$ cat config.mk
export PLATFORM = sky130hd
export DESIGN_NAME = alu_op_sequencer
export DESIGN_NICKNAME = d
export VERILOG_FILES = /design/src/rtl/alu_seq_pkg.sv /design/src/rtl/alu_cmd_fifo.sv /design/src/rtl/alu_op_sequencer.sv
export SDC_FILE = /design/constraint.sdc
export NUM_CORES = 1
export LEC_CHECK = 0
export ABC_AREA = 1
export ABC_CLOCK_PERIOD_IN_PS = 2200
export CORE_MARGIN = 2
export CORE_UTILIZATION = 40
export DETAILED_ROUTE_END_ITERATION = 8
export DONT_BUFFER_PORTS = 1
export GPL_TIMING_DRIVEN = 0
export HOLD_SLACK_MARGIN = 0.03
export PLACE_DENSITY_LB_ADDON = 0.15
export SLEW_MARGIN = 15
export SYNTH_ARGS = -nofsm -noshare
export SYNTH_HDL_FRONTEND = slang
export SYNTH_HIERARCHICAL = 1
export SYNTH_SLANG_ARGS = --single-unit
$ cat constraint.sdc
create_clock -name clk -period 2.2 [get_ports clk]
set_input_delay 0.44 -clock clk [delete_from_list [all_inputs] [get_ports clk]]
set_output_delay 0.44 -clock clk [all_outputs]
set_load 0.01 [all_outputs]
$ cat src/rtl/alu_seq_pkg.sv
// Shared op encodings, sequencer state type and ALU control mapping for alu_op_sequencer.
package alu_seq_pkg;
    localparam logic [1:0] OP_ADD = 2'b00;
    localparam logic [1:0] OP_SUB = 2'b01;
    localparam logic [1:0] OP_MUL = 2'b10;
    localparam logic [1:0] OP_RSV = 2'b11;

    typedef enum logic [1:0] {
        S_IDLE = 2'd0,
        S_EXEC = 2'd1,
        S_HOLD = 2'd2
    } seq_state_t;

    // Returns {ALUOp1, ALUOp0}; reserved drives the add encoding.
    function automatic logic [1:0] op_to_aluop(input logic [1:0] op);
        case (op)
            OP_SUB:  return 2'b01;
            OP_MUL:  return 2'b10;
            default: return 2'b00;
        endcase
    endfunction
endpackage

$ cat src/rtl/alu_cmd_fifo.sv
// Synchronous command FIFO with full/empty flags and occupancy count.
module alu_cmd_fifo #(
    parameter int DEPTH = 4,
    parameter int W     = 15
) (
    input  logic                     clk,
    input  logic                     rst,
    input  logic                     push,
    input  logic                     pop,
    input  logic [W-1:0]             wdata,
    output logic [W-1:0]             rdata,
    output logic                     full,
    output logic                     empty,
    output logic [$clog2(DEPTH):0]   count
);
    localparam int AW = $clog2(DEPTH);

    logic [W-1:0]  mem [DEPTH];
    logic [AW-1:0] wr_ptr, rd_ptr;
    logic          do_push, do_pop;

    assign full    = (count == (AW+1)'(DEPTH));
    assign empty   = (count == '0);
    assign do_push = push && !full;
    assign do_pop  = pop && !empty;
    assign rdata   = mem[rd_ptr];

    always_ff @(posedge clk) begin
        if (rst) begin
            wr_ptr <= '0;
            rd_ptr <= '0;
            count  <= '0;
        end else begin
            if (do_push) wr_ptr <= wr_ptr + 1'b1;
            if (do_pop)  rd_ptr <= rd_ptr + 1'b1;
            count <= count + (AW+1)'(do_push) - (AW+1)'(do_pop);
        end
    end

    // Storage needs no reset; the pointers define what is valid.
    always_ff @(posedge clk) begin
        if (do_push) mem[wr_ptr] <= wdata;
    end
endmodule

$ cat src/rtl/alu_op_sequencer.sv
// Issues queued add/sub/mul commands to a combinational ALU one at a time and
// returns each settled result with its tag in command order.
module alu_op_sequencer
    import alu_seq_pkg::*;
#(
    parameter int DEPTH         = 4,
    parameter int TAG_W         = 3,
    parameter int ADDSUB_SETTLE = 1,
    parameter int MUL_SETTLE    = 2
) (
    input  logic             clk,
    input  logic             rst,
    input  logic             cmd_valid,
    output logic             cmd_ready,
    input  logic [1:0]       cmd_op,
    input  logic [4:0]       cmd_a,
    input  logic [4:0]       cmd_b,
    input  logic [TAG_W-1:0] cmd_tag,
    output logic [4:0]       alu_a,
    output logic [4:0]       alu_b,
    output logic             alu_op0,
    output logic             alu_op1,
    input  logic [10:0]      alu_d,
    output logic             res_valid,
    input  logic             res_ready,
    output logic [10:0]      res_data,
    output logic [TAG_W-1:0] res_tag,
    output logic             res_err,
    output logic             busy
);
    localparam int FW    = 12 + TAG_W;
    localparam int CNT_W = 8;

    seq_state_t             state, state_nxt;
    logic [FW-1:0]          fifo_wdata, fifo_rdata;
    logic                   fifo_full, fifo_empty, fifo_pop;
    logic [$clog2(DEPTH):0] fifo_count;
    logic [1:0]             head_op;
    logic [4:0]             head_a, head_b;
    logic [TAG_W-1:0]       head_tag, cur_tag;
    logic                   cur_rsv;
    logic [CNT_W-1:0]       cnt;
    logic                   issue, capture, res_clr;

    assign fifo_wdata = {cmd_op, cmd_a, cmd_b, cmd_tag};
    assign {head_op, head_a, head_b, head_tag} = fifo_rdata;
    assign cmd_ready  = !fifo_full;
    assign busy       = (fifo_count != '0) || (state != S_IDLE);

    alu_cmd_fifo #(.DEPTH(DEPTH), .W(FW)) u_fifo (
        .clk   (clk),
        .rst   (rst),
        .push  (cmd_valid && cmd_ready),
        .pop   (fifo_pop),
        .wdata (fifo_wdata),
        .rdata (fifo_rdata),
        .full  (fifo_full),
        .empty (fifo_empty),
        .count (fifo_count)
    );

    always_ff @(posedge clk) begin
        if (rst) state <= S_IDLE;
        else     state <= state_nxt;
    end

    always_comb begin
        state_nxt = state;
        fifo_pop  = 1'b0;
        issue     = 1'b0;
        capture   = 1'b0;
        res_clr   = 1'b0;
        case (state)
            S_IDLE: begin
                if (!fifo_empty) begin
                    fifo_pop  = 1'b1;
                    issue     = 1'b1;
                    state_nxt = S_EXEC;
                end
            end
            S_EXEC: begin
                if (cnt == CNT_W'(1)) begin
                    capture   = 1'b1;
                    state_nxt = S_HOLD;
                end
            end
            S_HOLD: begin
                if (res_ready) begin
                    res_clr = 1'b1;
                    if (!fifo_empty) begin
                        fifo_pop  = 1'b1;
                        issue     = 1'b1;
                        state_nxt = S_EXEC;
                    end else begin
                        state_nxt = S_IDLE;
                    end
                end
            end
            default: state_nxt = S_IDLE;
        endcase
    end

    // Reserved ops skip the settle load and take one fixed pass through EXEC,
    // giving them the two-cycle result latency with a zero/error result.
    always_ff @(posedge clk) begin
        if (rst) begin
            alu_a     <= '0;
            alu_b     <= '0;
            alu_op0   <= 1'b0;
            alu_op1   <= 1'b0;
            cur_tag   <= '0;
            cur_rsv   <= 1'b0;
            cnt       <= '0;
            res_valid <= 1'b0;
            res_data  <= '0;
            res_tag   <= '0;
            res_err   <= 1'b0;
        end else begin
            if (issue) begin
                alu_a              <= head_a;
                alu_b              <= head_b;
                {alu_op1, alu_op0} <= op_to_aluop(head_op);
                cur_tag            <= head_tag;
                cur_rsv            <= (head_op == OP_RSV);
                if (head_op == OP_RSV)      cnt <= CNT_W'(1);
                else if (head_op == OP_MUL) cnt <= CNT_W'(MUL_SETTLE);
                else                        cnt <= CNT_W'(ADDSUB_SETTLE);
            end else if (state == S_EXEC) begin
                cnt <= cnt - 1'b1;
            end

            if (capture) begin
                res_valid <= 1'b1;
                res_data  <= cur_rsv ? 11'd0 : alu_d;
                res_err   <= cur_rsv;
                res_tag   <= cur_tag;
            end else if (res_clr) begin
                res_valid <= 1'b0;
            end
        end
    end
endmodule

# Word level (Yosys, flattened, before mapping)
# Memories as Yosys holds them, arrays and structs flattened. A register that Yosys moved wholly into a read port is not among the register bits.
# Cells that the tools add are included.
dict set report classes {
  addsub 5
  n_eq_ne 10
  mux 24
  n_reduce_logical 13
}
# operator n
set ops {}
lappend ops {{2-to-1 mux 8 bit} 2}
lappend ops {{2-to-1 mux 2 bit} 7}
lappend ops {{2-to-1 mux 1 bit} 11}
lappend ops {{2-to-1 mux 11 bit} 1}
lappend ops {{== test 8 x 1 -> 1 bit, second input constant} 1}
lappend ops {{subtractor 8 x 1 -> 8 bit, second input constant} 1}
lappend ops {{== test 2 bit, second input constant} 3}
lappend ops {{inequality test 2 bit, second input constant} 3}
lappend ops {{case mux 2 bit (3 select lines)} 1}
lappend ops {{nonzero test 2 bit} 3}
lappend ops {{adder 2 x 1 -> 2 bit, second input constant} 2}
lappend ops {{== test 2 x 1 -> 1 bit, second input constant} 2}
lappend ops {{case mux 2 bit (2 select lines)} 1}
lappend ops {{adder 3 x 1 -> 3 bit} 1}
lappend ops {{== test 3 bit, second input constant} 1}
lappend ops {{logical AND 1 bit} 3}
lappend ops {{logical NOT 3 bit} 1}
lappend ops {{AND reduction 3 bit} 1}
lappend ops {{nonzero test 3 bit} 1}
lappend ops {{subtractor 3 x 1 -> 3 bit} 1}
lappend ops {{logical NOT 1 bit} 2}
lappend ops {{logical NOT 2 bit} 1}
lappend ops {{case mux 1 bit (2 select lines)} 1}
lappend ops {{logical OR 1 bit} 1}
dict set report word_totals {
  ff_bits 49
  mem_bits_rw 60
  inputBits 30
  output_inout_bits 30
  memories 1
}
# memory depth word_bits rd rd_ports_with_merged_regs write_ports line_no
set memory_table {}
lappend memory_table {u_fifo.mem 4 15 1 1 1 alu_cmd_fifo.sv:18} ;# logic [W-1:0] mem [DEPTH];

# Longest topological paths before layout
dict set report depth {
  word_depth 7
  mapped_depth 17
  depth_no_buf 15
}

# By module
# Netlist, hierarchy kept.
# mod n_inst cells_each area_per_inst_um2 seq_area_each_um2
set modules_own_cells {}
lappend modules_own_cells {alu_cmd_fifo 1 214 2841.5 1981.9}
lappend modules_own_cells {alu_op_sequencer 1 242 1860.5 840.8}

# Worst setup path before layout
# No wires, ideal clock.
dict set report synth_timing {
  path_type {flip-flop to flip-flop}
  startpoint {reg u_fifo.count[1]}
  endpoint {reg u_fifo.count[2]}
  t_arrival_ns 2.136
  t_required_ns 2.085
  path_slack_ns -0.051
  stages_incl_launch_ff 17
  n_path_buf 2
  period_less_slack_ns 2.251
  cell_sequence {dfxtp_1 -> nor2_2 -> nand2_2 -> inv_1 -> nor2_1 -> nand2_1 -> buf_6 -> inv_4 -> buf_6 -> inv_1 -> nor2_1 -> ha_1 -> inv_1 -> ha_1 -> fa_1 -> a21oi_1 -> nor2_1}
}
dict set report synth_between {
  elab_chain_cells 6
  word_cells_on_any_way 12
  classes_between {add/sub: 2; eq/ne: 1; mux: 3; reduce/logical: 6}
}
# element line_no
set synth_rtl {}
lappend synth_rtl {{from (decl)} alu_cmd_fifo.sv:14} ;# output logic [$clog2(DEPTH):0] count
lappend synth_rtl {{from (signal assigned)} alu_cmd_fifo.sv:36} ;# count <= count + (AW+1)'(do_push) - (AW+1)'(do_pop);
lappend synth_rtl {{logical NOT 3 bit *} alu_cmd_fifo.sv:23} ;# assign empty = (count == '0);
lappend synth_rtl {{net fifo_empty} alu_op_sequencer.sv:36} ;# logic fifo_full, fifo_empty, fifo_pop;
lappend synth_rtl {{2-to-1 mux 1 bit *} {alu_op_sequencer.sv:75, alu_op_sequencer.sv:90}}
lappend synth_rtl {{2-to-1 mux 1 bit} alu_op_sequencer.sv:88} ;# if (res_ready) begin
lappend synth_rtl {{case mux 1 bit (2 select lines) *} alu_op_sequencer.sv:73} ;# case (state)
lappend synth_rtl {{net fifo_pop} alu_op_sequencer.sv:36}
lappend synth_rtl {{logical AND 1 bit *} alu_cmd_fifo.sv:25} ;# assign do_pop = pop && !empty;
lappend synth_rtl {{net u_fifo.do_pop} alu_cmd_fifo.sv:20} ;# logic do_push, do_pop;
lappend synth_rtl {{subtractor 3 x 1 -> 3 bit *} alu_cmd_fifo.sv:36}
# Mark *: on every way through the listed nets, which the timed path passes. The rest lies on a longest branch.
# A chain may end at the register's enable or synchronous reset.

# Worst setup path in the final report
dict set report layout_timing {
  startpoint {reg u_fifo.count[0]}
  endpoint {reg u_fifo.count[1]}
}
dict set report layout_between {
  elab_chain_cells 6
  word_cells_on_any_way 12
  classes_between {add/sub: 2; eq/ne: 1; mux: 3; reduce/logical: 6}
}
# element line_no
set layout_rtl {}
lappend layout_rtl {{logical NOT 3 bit *} alu_cmd_fifo.sv:23}
lappend layout_rtl {{net fifo_empty} alu_op_sequencer.sv:36}
lappend layout_rtl {{2-to-1 mux 1 bit} {alu_op_sequencer.sv:75, alu_op_sequencer.sv:90}}
lappend layout_rtl {{2-to-1 mux 1 bit} alu_op_sequencer.sv:88}
lappend layout_rtl {{case mux 1 bit (2 select lines)} alu_op_sequencer.sv:73}
lappend layout_rtl {{logical AND 1 bit *} alu_cmd_fifo.sv:25}
lappend layout_rtl {{net u_fifo.do_pop} alu_cmd_fifo.sv:20}
lappend layout_rtl {{subtractor 3 x 1 -> 3 bit *} alu_cmd_fifo.sv:36}
# Marks and branches as above.

==> metrics <==
die area between 0.01 and 0.015 mm2; FP Rows 39; synth top area cells edfxtp_1, dfxtp_1, nor2_1, nand2_1, inv_1; CP required 2.48 ns; Hold/Removal Path Class in -> reg; unrepaired setup endpoints after global routing yes; drt wl/cell 15.9 um; total grt overflow 0; Mapped Cells roughly 460; Yosys Warn Count 6; Hold Buf Count CTS 0; Worst-path clk slew 0.07 ns; clock root buffer clkbuf_16; Final nets 521; CTS tree done; status finished, final reports clean; hold path startpoint rst; number of enable flip-flop cells after synthesis 60; Max Clock Freq 463 MHz; Pins Over Slew Limit 0; DR DRC count 0; Detailed Route Iter0 Violations 177; Via density 5.00; r2r endpoint u_fifo/count[1]$_SDFF_PP0_; Max Clock Skew 0.0114 ns; Synth area leader edfxtp_1; ys flop type edfxtp_1; synthesized area per cell a little over 10 um2; core area approximately 0.011 mm2; PwrDens 1380 mW/mm2; Worst setup EP type register; worst reg2reg path depth 15; hold endpoint u_fifo/count[1]$_SDFF_PP0_; DRT antenna net count 0; Syn Nets 495; list of most frequent post-synthesis cells nor2_1, edfxtp_1, nand2_1; global-route wire length before repair 15.6 mm; Mapped Area 0.00470 mm2; vias in the first global route around 3k; worst path arrival time about 2.4 ns; GP Congestion 0.775; detailed placement HPWL 6.86 mm; Yosys reg bits 111; Peak VDD IR 0.535 mV; Slew @ Worst Pin 0.551 ns; IO Port Bufs 0; max-cap violation count 0; initial cell density of the core 0.410; Setup violations, final 0; WHS Path Cells 1; Num CTS Buffers 9; critical path type reg -> reg; synthesis-to-layout area growth 15.2%; min setup slack post-route 0.0398 ns; Synth top area share 0.383; filler cell count 1,101; placed cell count roughly 600; initial antenna violation count 0; r2r setup slk between 0.03 and 0.04 ns; final wirelength 10.0 mm; fin crit share 0.982; Post-synth ARST share 0; layout cells sized above 1 0.220; Non-Filler Instances 629; Netlist cell types 34; sequential-to-total area share from yosys stat 0.600; die width 112 um; post-layout min period 2.16 ns; via count ~3.1k; Crit Path Max Fanout 7; CTS Sinks 111; CP startpoint kind register; H-tree depth 3; gr usage total 0.163; pin count of the biggest net entering global routing 20; Die Y 112 um; static leakage 2.06 nW; Antenna Cells 0; later-pin clock latency in the skew report 0.35 ns; io pins 60; worst rel slew slack 0.632; worst-case clock buffer depth 2; Setup WS pre-CTS -0.205 ns; Final Hold Fails 0; reg2reg start u_fifo/count[0]$_SDFF_PP0_; leading cell type by number of instances after synthesis nor2_1; DR pass1 iterations 4
[final cells by class]
type                    count  area (um2)  area share
plain buffers              17         153      0.0282
inverters                  45         196      0.0363
repair buffers             16         140      0.0259
multi-input cells         282        1610       0.297
flip-flops and latches    111        2830       0.523
clock inverters             6        83.8      0.0155
well taps                 143         179      0.0330
clock buffers               9         225      0.0416
[how the worst max path moves through the flow]
stage / from / endpoint / slack [ns] / cells after the start
after floorplan: u_fifo/count[0]$_SDFF_PP0_ / u_fifo/count[1]$_SDFF_PP0_ / 0.01 / 16
after global placement: u_fifo/count[1]$_SDFF_PP0_ / u_fifo/mem[3][8]$_DFFE_PP_ / -0.44 / 6
after detailed placement: u_fifo/count[2]$_SDFF_PP0_ / u_fifo/count[1]$_SDFF_PP0_ / -0.20 / 16
after CTS: u_fifo/count[1]$_SDFF_PP0_ / u_fifo/count[1]$_SDFF_PP0_ / 0.006 / 15
after global routing: u_fifo/count[0]$_SDFF_PP0_ / u_fifo/count[1]$_SDFF_PP0_ / -0.07 / 15
final: u_fifo/count[0]$_SDFF_PP0_ / u_fifo/count[1]$_SDFF_PP0_ / 0.04 / 15
[sequential cells by signal (all words and copies together), names as in the netlist, 2 cells and up, named ones only]
signal,count
res_data,11
alu_a,5
u_fifo/mem,60
alu_b,5
u_fifo/count,3
cnt,8
u_fifo/wr_ptr,2
state,2
res_tag,3
u_fifo/rd_ptr,2
cur_tag,3
[power by group]
group / switching [mW] / internal [mW]
clock network: 0.724 / 0.988
logic: 1.76 / 1.11
registers: 0.291 / 2.63
total: 2.77 / 4.72
[routing by layer]
metal  vias to the layer above  global-route usage  wire length (um)
li1                       1579                   -                 -
met5                         -                   0                 0
met2                        67               0.256              4670
met4                         0              0.0512               116
met3                        10              0.0632               697
met1                      1486               0.209              4530
[metrics by stage]
step / instance area [um2] / utilization / setup TNS (ns) / hold WS, ns / power (mW)
2_1_floorplan: 4720 / - / 0 / 0.448 / 4.87
3_3_place_gp: 4900 / 0.427 / -24.69 / 0.460 / 5.46
3_5_place_dp: 4960 / 0.432 / -0.342 / 0.474 / 5.55
4_1_cts: 5290 / 0.462 / 0 / 0.133 / 7.30
5_1_grt: 5420 / 0.472 / -0.104 / 0.122 / 8.01
6_report: 5420 / 0.472 / 0 / 0.136 / 7.49
[cell families (layout without fill, tap and decap cells)]
| group | Yosys count | in the layout | synth area share |
|---|---|---|---|
| compound gates | 91 | 91 | 0.126 |
| xor+xnor | 1 | 1 | 0.00186 |
| fa+ha+maj | 9 | 9 | 0.0255 |
| buf+inv | 63 | 93 | 0.0724 |
| flops | 111 | 111 | 0.600 |
| simple gates | 181 | 181 | 0.174 |
[critical path: stages (launching register included)]
cell and delay, ns:
dfxtp_4 0.36, nor2_4 0.14, nand2_4 0.07, inv_4 0.06, nor2_2 0.04, nand2_2 0.08, buf_6 0.13, clkinv_8 0.06
clkinv_4 0.05, nor2_4 0.03, ha_4 0.26, inv_4 0.03, ha_4 0.15, fa_2 0.53, inv_2 0.03, nor2_2 0.08
[placed cells by master, fill, tap and decap left out, types with 3 or more instances in the layout]
master     Yosys  layout
a21oi_1       22      22
buf_2          2       3
buf_4          4      15
buf_6          9      10
clkbuf_16      0       9
dfxtp_1       51      48
edfxtp_1      60      60
ha_1           8       6
inv_1         39      35
inv_2          4       5
nand2_1       52      51
nand2_2        6       6
nand2_4        3       4
nand3_1       18      18
nand3b_1      10      10
nor2_1        85      77
nor2_2         2       7
nor2_4         0       3
o21ai_0       18      18
o21ai_1       21      21
o21ai_2       12      12
o22ai_1        5       5
o22ai_2       10      10
[repair_timing]
| item | 4_1_cts | 5_1_grt |
|---|---|---|
| pin swaps | 3 | 7 |
| buffers inserted | 3 | 9 |
| setup endpoints to repair | 2 | 2 |
| gates resized for setup | 5 | 16 |
Power figures use the tool's default switching activity.
==> RTL edit 1, RTL diff (same flow settings) <==
Encoding of `seq_state_t`: now one-hot (3 bits for 3 states).
--- a/src/rtl/alu_seq_pkg.sv
+++ b/src/rtl/alu_seq_pkg.sv
@@ -7,6 +7,6 @@
 
-    typedef enum logic [1:0] {
-        S_IDLE = 2'd0,
-        S_EXEC = 2'd1,
-        S_HOLD = 2'd2
+    typedef enum logic [2:0] {
+        S_IDLE = 3'b001,
+        S_EXEC = 3'b010,
+        S_HOLD = 3'b100
     } seq_state_t;
Formal check against the unedited RTL: no difference found for any inputs over 10 cycles, from zero or initial values and one cycle with rst high; not proved beyond that.
==> RTL edit 1 against the unedited design <==
- sequential cell count is 1 higher
- design area barely moved
- critical path depth shrank 1
- synthesized area rose by 1.7%
- routed wire length increased by 0.88%
- total power shrank 5.3%
- combinational power is 11% lower
- worst setup slack worse by 7.1 ps
- first-iteration DRC count shrank 1.7%
- largest cell class unchanged
==> RTL edit 1: results (changes against the unedited design) <==
| Metric | Value |
|---|---|
| HPWL reported at the end of detailed placement | 7100 um (was 6860 um) |
| Total wire length | 10100 um (was 10000 um) |
| DRT Pass-1 Iters | 4 (unchanged) |
| Switching fraction of total power | 37.2% (was 37.0%) |
| Worst Reg-to-Reg Cells | 14 (was 15) |
| Distinct cells, synth | 33 (was 34) |
| Share of post-route cells with drive strength above 1 | 19.9% (was 22.0%) |
| CTS buffer count | 9 (unchanged) |
| Via count of the first global-routing pass | 3136 (was 2938) |
| Gp weighted congestion | 0.857 (was 0.775) |
| Result of the run | finished clean (unchanged) |
| Dpl cells | 627 (was 603) |
| Total of buffers placed on input and output ports | 0 (unchanged) |
| Primary flip-flop cell chosen by synthesis mapping | sky130_fd_sc_hd__edfxtp_1 (unchanged) |
| List of most frequent post-synthesis cells | sky130_fd_sc_hd__nor2_1 (97), sky130_fd_sc_hd__nand2_1 (65), sky130_fd_sc_hd__edfxtp_1 (60) (was sky130_fd_sc_hd__nor2_1 (85), sky130_fd_sc_hd__edfxtp_1 (60), sky130_fd_sc_hd__nand2_1 (52)) |
| Largest fanout on the critical path | 4 (was 7) |
| Post-Place Worst Slack | -221 ps (was -205 ps) |
| Post-route insts no fill | 651 (was 629) |
| Final setup skew | 7.05 ps (was 11.4 ps) |
| Cells after Synth | 480 (was 456) |
| Data arrival time at the worst-slack endpoint | 2450 ps |
| Final setup margin | 32.8 ps (was 39.8 ps) |
| Post-synthesis sequential area ratio | 59.4% (was 60.0%) |
| Total setup violations reported at the end of the flow | 0 (unchanged) |
| Pin count of the biggest net entering global routing | 19 (was 20) |
| Synthesized netlist net count | 519 (was 495) |
| First DRT Iteration DRCs | 174 (was 177) |
| GRT Overall Usage | 16.4% (was 16.3%) |
| Placement-stage cell area | 5020 sq um (was 4960 sq um) |
| Biggest area contributors in the synthesized netlist | sky130_fd_sc_hd__edfxtp_1 (38%), sky130_fd_sc_hd__dfxtp_1 (22%), sky130_fd_sc_hd__nor2_1 (7.6%) (was sky130_fd_sc_hd__edfxtp_1 (38%), sky130_fd_sc_hd__dfxtp_1 (22%), sky130_fd_sc_hd__nor2_1 (6.8%)) |
| Post-layout net count | 542 (was 521) |
| Number of vias per cell after detailed routing | 5.09 (was 5.00) |
| Peak supply drop | 0.600 mV (was 0.535 mV) |
| Leakage power | 2.09 nW (was 2.06 nW) |
| First-pass GRT wire length | 16100 um (was 15600 um) |
| Max-slew headroom | 62.3% (was 63.2%) |
RTL edit 1: changes by cell type after synthesis, sizes merged, moves of 2 or more:
| cell | change |
|---|---|
| a21oi | -5 |
| buf | -2 |
| nand2 | +10 |
| nand3 | -3 |
| nand4 | +7 |
| nor2 | +16 |
RTL edit 1: how the worst max path moves through the flow:
stage                                             to                        from
after global routing      u_fifo/count[1]$_SDFF_PP0_  u_fifo/count[0]$_SDFF_PP0_
final                     u_fifo/count[1]$_SDFF_PP0_  u_fifo/count[0]$_SDFF_PP0_
after floorplan           u_fifo/count[2]$_SDFF_PP0_  u_fifo/count[0]$_SDFF_PP0_
after global placement    u_fifo/mem[0][8]$_DFFE_PP_  u_fifo/count[1]$_SDFF_PP0_
after detailed placement  u_fifo/count[2]$_SDFF_PP0_  u_fifo/count[0]$_SDFF_PP0_
after CTS                 u_fifo/count[1]$_SDFF_PP0_  u_fifo/count[2]$_SDFF_PP0_
RTL edit 1: cell type report:
cell class,instances,area [sq um]
clock inverters,6,67.6
multi-input cells,306,1680
inverters,45,171
clock buffers,10,229
fillers,1126,6140
flip-flops and latches,112,2850
well taps,143,179
repair buffers,13,120
plain buffers,16,126
RTL edit 1: kinds of logic (layout without fill, tap and decap cells):
group	after synthesis	in the layout	share of synthesized area, %
compound gates	85	85	11.6
buf+inv	62	90	6.54
fa+ha+maj	9	9	2.51
flops	112	112	59.4
xor+xnor	1	1	0.183
simple gates	211	211	19.7
RTL edit 1: metrics by stage:
step	hold WS [ps]	power, mW
after floorplan	427	4.68
after global placement	458	5.25
after detailed placement	474	5.33
after CTS	132	7.10
after global routing	123	7.61
final	139	7.10
RTL edit 1: repair_timing:
item	CTS	global route
pin swaps	4	11
cloned	0	0
setup buffers	7	2
setup endpoints to repair	2	2
gates resized for setup	8	9
RTL edit 1: metal layers:
metal / vias to the layer above / track usage [%] / routed length (um) / share of wire [%]
met5: - / 0 / 0 / 0
met4: 0 / 5.28 / 125 / 1.2
met3: 11 / 6.37 / 737 / 7.3
met2: 69 / 27.4 / 4920 / 49
met1: 1578 / 19.6 / 4320 / 43
li1: 1654 / - / - / -
RTL edit 1: power groups by stage:
| stage | Combinational [mW] | Clock (mW) | Sequential, mW |
|---|---|---|---|
| finish | 2.55 | 1.62 | 2.93 |
| global route | 2.87 | 1.77 | 2.97 |
| CTS | 2.49 | 1.68 | 2.93 |
| detailed placement | 2.36 | 0 | 2.97 |
| global placement | 2.28 | 0 | 2.97 |
| floorplan | 1.79 | 0 | 2.89 |
==> RTL edit 2, RTL diff (same settings) <==
Without the edit above. The parameter `TAG_W` goes from 3 to 5.
--- a/src/rtl/alu_op_sequencer.sv
+++ b/src/rtl/alu_op_sequencer.sv
@@ -6,3 +6,3 @@
     parameter int DEPTH         = 4,
-    parameter int TAG_W         = 3,
+    parameter int TAG_W         = 5,
     parameter int ADDSUB_SETTLE = 1,
Ports: changed (resized cmd_tag and res_tag); port bits go from 60 to 64. No check against the original RTL was run, so the function may have changed too.
==> RTL edit 2 against the unedited design <==
- design area increased by 12%
- core utilization grew 2.6 points
- worst setup slack better by 47 ps
- highest routed layer unchanged
- largest power group unchanged
- non-clock buffer count stayed put
- hold slack got worse by 48 ps
- sequential share of layout area decreased by 0.32 points
- first-iteration DRC count is 19% higher
- routed wire length grew 15%
- synthesized area is 7.1% higher
- total power increased by 19%
- sequential cell count up 12
==> RTL edit 2: results (changes against the unedited design) <==
| Metric | Value |
|---|---|
| Worst r2r src | u_fifo/count[1]$_SDFF_PP0_ (was u_fifo/count[0]$_SDFF_PP0_) |
| HPWL reported at the end of detailed placement | 7680 um (was 6860 um) |
| Least-Margin Pin Slew | 526 ps (was 551 ps) |
| Peak supply drop | 0.787 mV (was 0.535 mV) |
| Largest fanout on the critical path | 6 (was 7) |
| Final setup skew | 8.46 ps (was 11.4 ps) |
| Filler instances | 1092 (was 1101) |
| Largest registers in the final layout | u_fifo/mem x68, res_data x11, cnt x8 (was u_fifo/mem x60, res_data x11, cnt x8) |
| Worst Reg-to-Reg Cells | 14 (was 15) |
| Biggest area contributors in the synthesized netlist | sky130_fd_sc_hd__edfxtp_1 (41%), sky130_fd_sc_hd__dfxtp_1 (22%), sky130_fd_sc_hd__nor2_1 (7.4%) (was sky130_fd_sc_hd__edfxtp_1 (38%), sky130_fd_sc_hd__dfxtp_1 (22%), sky130_fd_sc_hd__nor2_1 (6.8%)) |
| Result of the run | finished clean (unchanged) |
| Launching element of the worst setup path | u_fifo/count[1]$_SDFF_PP0_ (was u_fifo/count[0]$_SDFF_PP0_) |
| GRT Overall Usage | 18.3% (was 16.3%) |
| Post-synthesis sequential area ratio | 62.4% (was 60.0%) |
| Wire length per cell | 16.1 um (was 15.9 um) |
| Distinct cells, synth | 29 (was 34) |
| First-pass GRT wire length | 18000 um (was 15600 um) |
| Wire length on met2 | 5400 um (was 4670 um) |
| Cells after Synth | 499 (was 456) |
| Post-layout net count | 571 (was 521) |
| Placement-stage cell area | 5330 sq um (was 4960 sq um) |
| Number of synthesized flops with an enable pin | 68 (was 60) |
| Worst hold slack across all endpoints | 88.0 ps (was 136 ps) |
| Clk_lat worst skew | 410 ps (was 350 ps) |
| Number of vias per cell after detailed routing | 4.99 (was 5.00) |
| Routed metal-1 wire length | 4950 um (was 4530 um) |
| Leakage power | 2.32 nW (was 2.06 nW) |
| CTS buffer count | 17 (was 9) |
| First DRT Iteration DRCs | 211 (was 177) |
| Internal power | 5.87 mW (was 4.72 mW) |
| H-tree depth | 4 (was 3) |
| List of most frequent post-synthesis cells | sky130_fd_sc_hd__nor2_1 (99), sky130_fd_sc_hd__edfxtp_1 (68), sky130_fd_sc_hd__nand2_1 (57) (was sky130_fd_sc_hd__nor2_1 (85), sky130_fd_sc_hd__edfxtp_1 (60), sky130_fd_sc_hd__nand2_1 (52)) |
| Total wire length | 11500 um (was 10000 um) |
| Post-Place Worst Slack | -276 ps (was -205 ps) |
| Via count of the first global-routing pass | 3449 (was 2938) |
| Share of post-route cells with drive strength above 1 | 18.8% (was 22.0%) |
| Dpl cells | 671 (was 603) |
| Gp weighted congestion | 0.798 (was 0.775) |
## RTL edit 2: changes by cell type after synthesis, sizes merged, moves of 4 or more
cell | before | now
dfxtp | 51 | 55
edfxtp | 60 | 68
nor2 | 88 | 102
o21ai | 51 | 57
nand3 | 19 | 23
## RTL edit 2: worst max path at each step
stage / to / slack (ps) / cells past startpoint
final: u_fifo/count[1]$_SDFF_PP0_ / 90 / 14
after CTS: u_fifo/count[1]$_SDFF_PP0_ / 30 / 15
after global placement: u_fifo/mem[3][1]$_DFFE_PP_ / -730 / 6
after global routing: u_fifo/count[1]$_SDFF_PP0_ / -20 / 14
after detailed placement: u_fifo/count[1]$_SDFF_PP0_ / -280 / 16
after floorplan: u_fifo/count[1]$_SDFF_PP0_ / -10 / 16
## RTL edit 2: area by class of cell
class | count | area (sq um) | share of cell area (%)
clock buffer | 23 | 478 | 7.88
inverter | 45 | 176 | 2.91
tap | 168 | 210 | 3.47
buffer | 19 | 154 | 2.54
multi-input combinational | 310 | 1620 | 26.6
sequential | 123 | 3150 | 51.9
clock inverter | 9 | 120 | 1.98
timing repair buffer | 14 | 160 | 2.64
## RTL edit 2: cells by family (layout without fill, tap and decap cells)
kind of cell	count (synthesis)	count (layout)	synth area share, %
AND/OR/NAND/NOR	200	200	17.0
flip-flops	123	123	62.4
AO/OA/AOI/OAI	101	101	11.4
buffers and inverters	66	110	6.83
adder cells (fa/ha/maj)	9	9	2.38
## RTL edit 2: timing repair
item | CTS | global route
setup buffers | 5 | 4
setup endpoints to repair | 2 | 1
resized for setup | 10 | 12
pin swaps | 2 | 9
cloned | 1 | 0
## RTL edit 2: power by group through the flow
stage	logic (mW)	registers, mW	clock network, mW
after global placement	2.56	3.27	0
after global routing	3.27	3.28	2.96
after detailed placement	2.66	3.27	0
after floorplan	1.97	3.19	0
final	2.91	3.23	2.79
after CTS	2.87	3.23	2.85
## RTL edit 2: routing by layer
| layer | vias up | global-route usage, % |
|---|---|---|
| met1 | 1666 | 21.1 |
| met3 | 19 | 7.89 |
| met4 | 0 | 7.94 |
| met2 | 111 | 29.6 |
| li1 | 1751 | - |
| met5 | - | 0 |
## RTL edit 2: worst register-to-register path, delay by kind of cell (launching register included)
| family | cells | cell delay, ps |
|---|---|---|
| adders and majority gates | 3 | 970 |
| and+or+nand+nor | 6 | 440 |
| DFF | 1 | 360 |
| buffers and inverters | 5 | 270 |
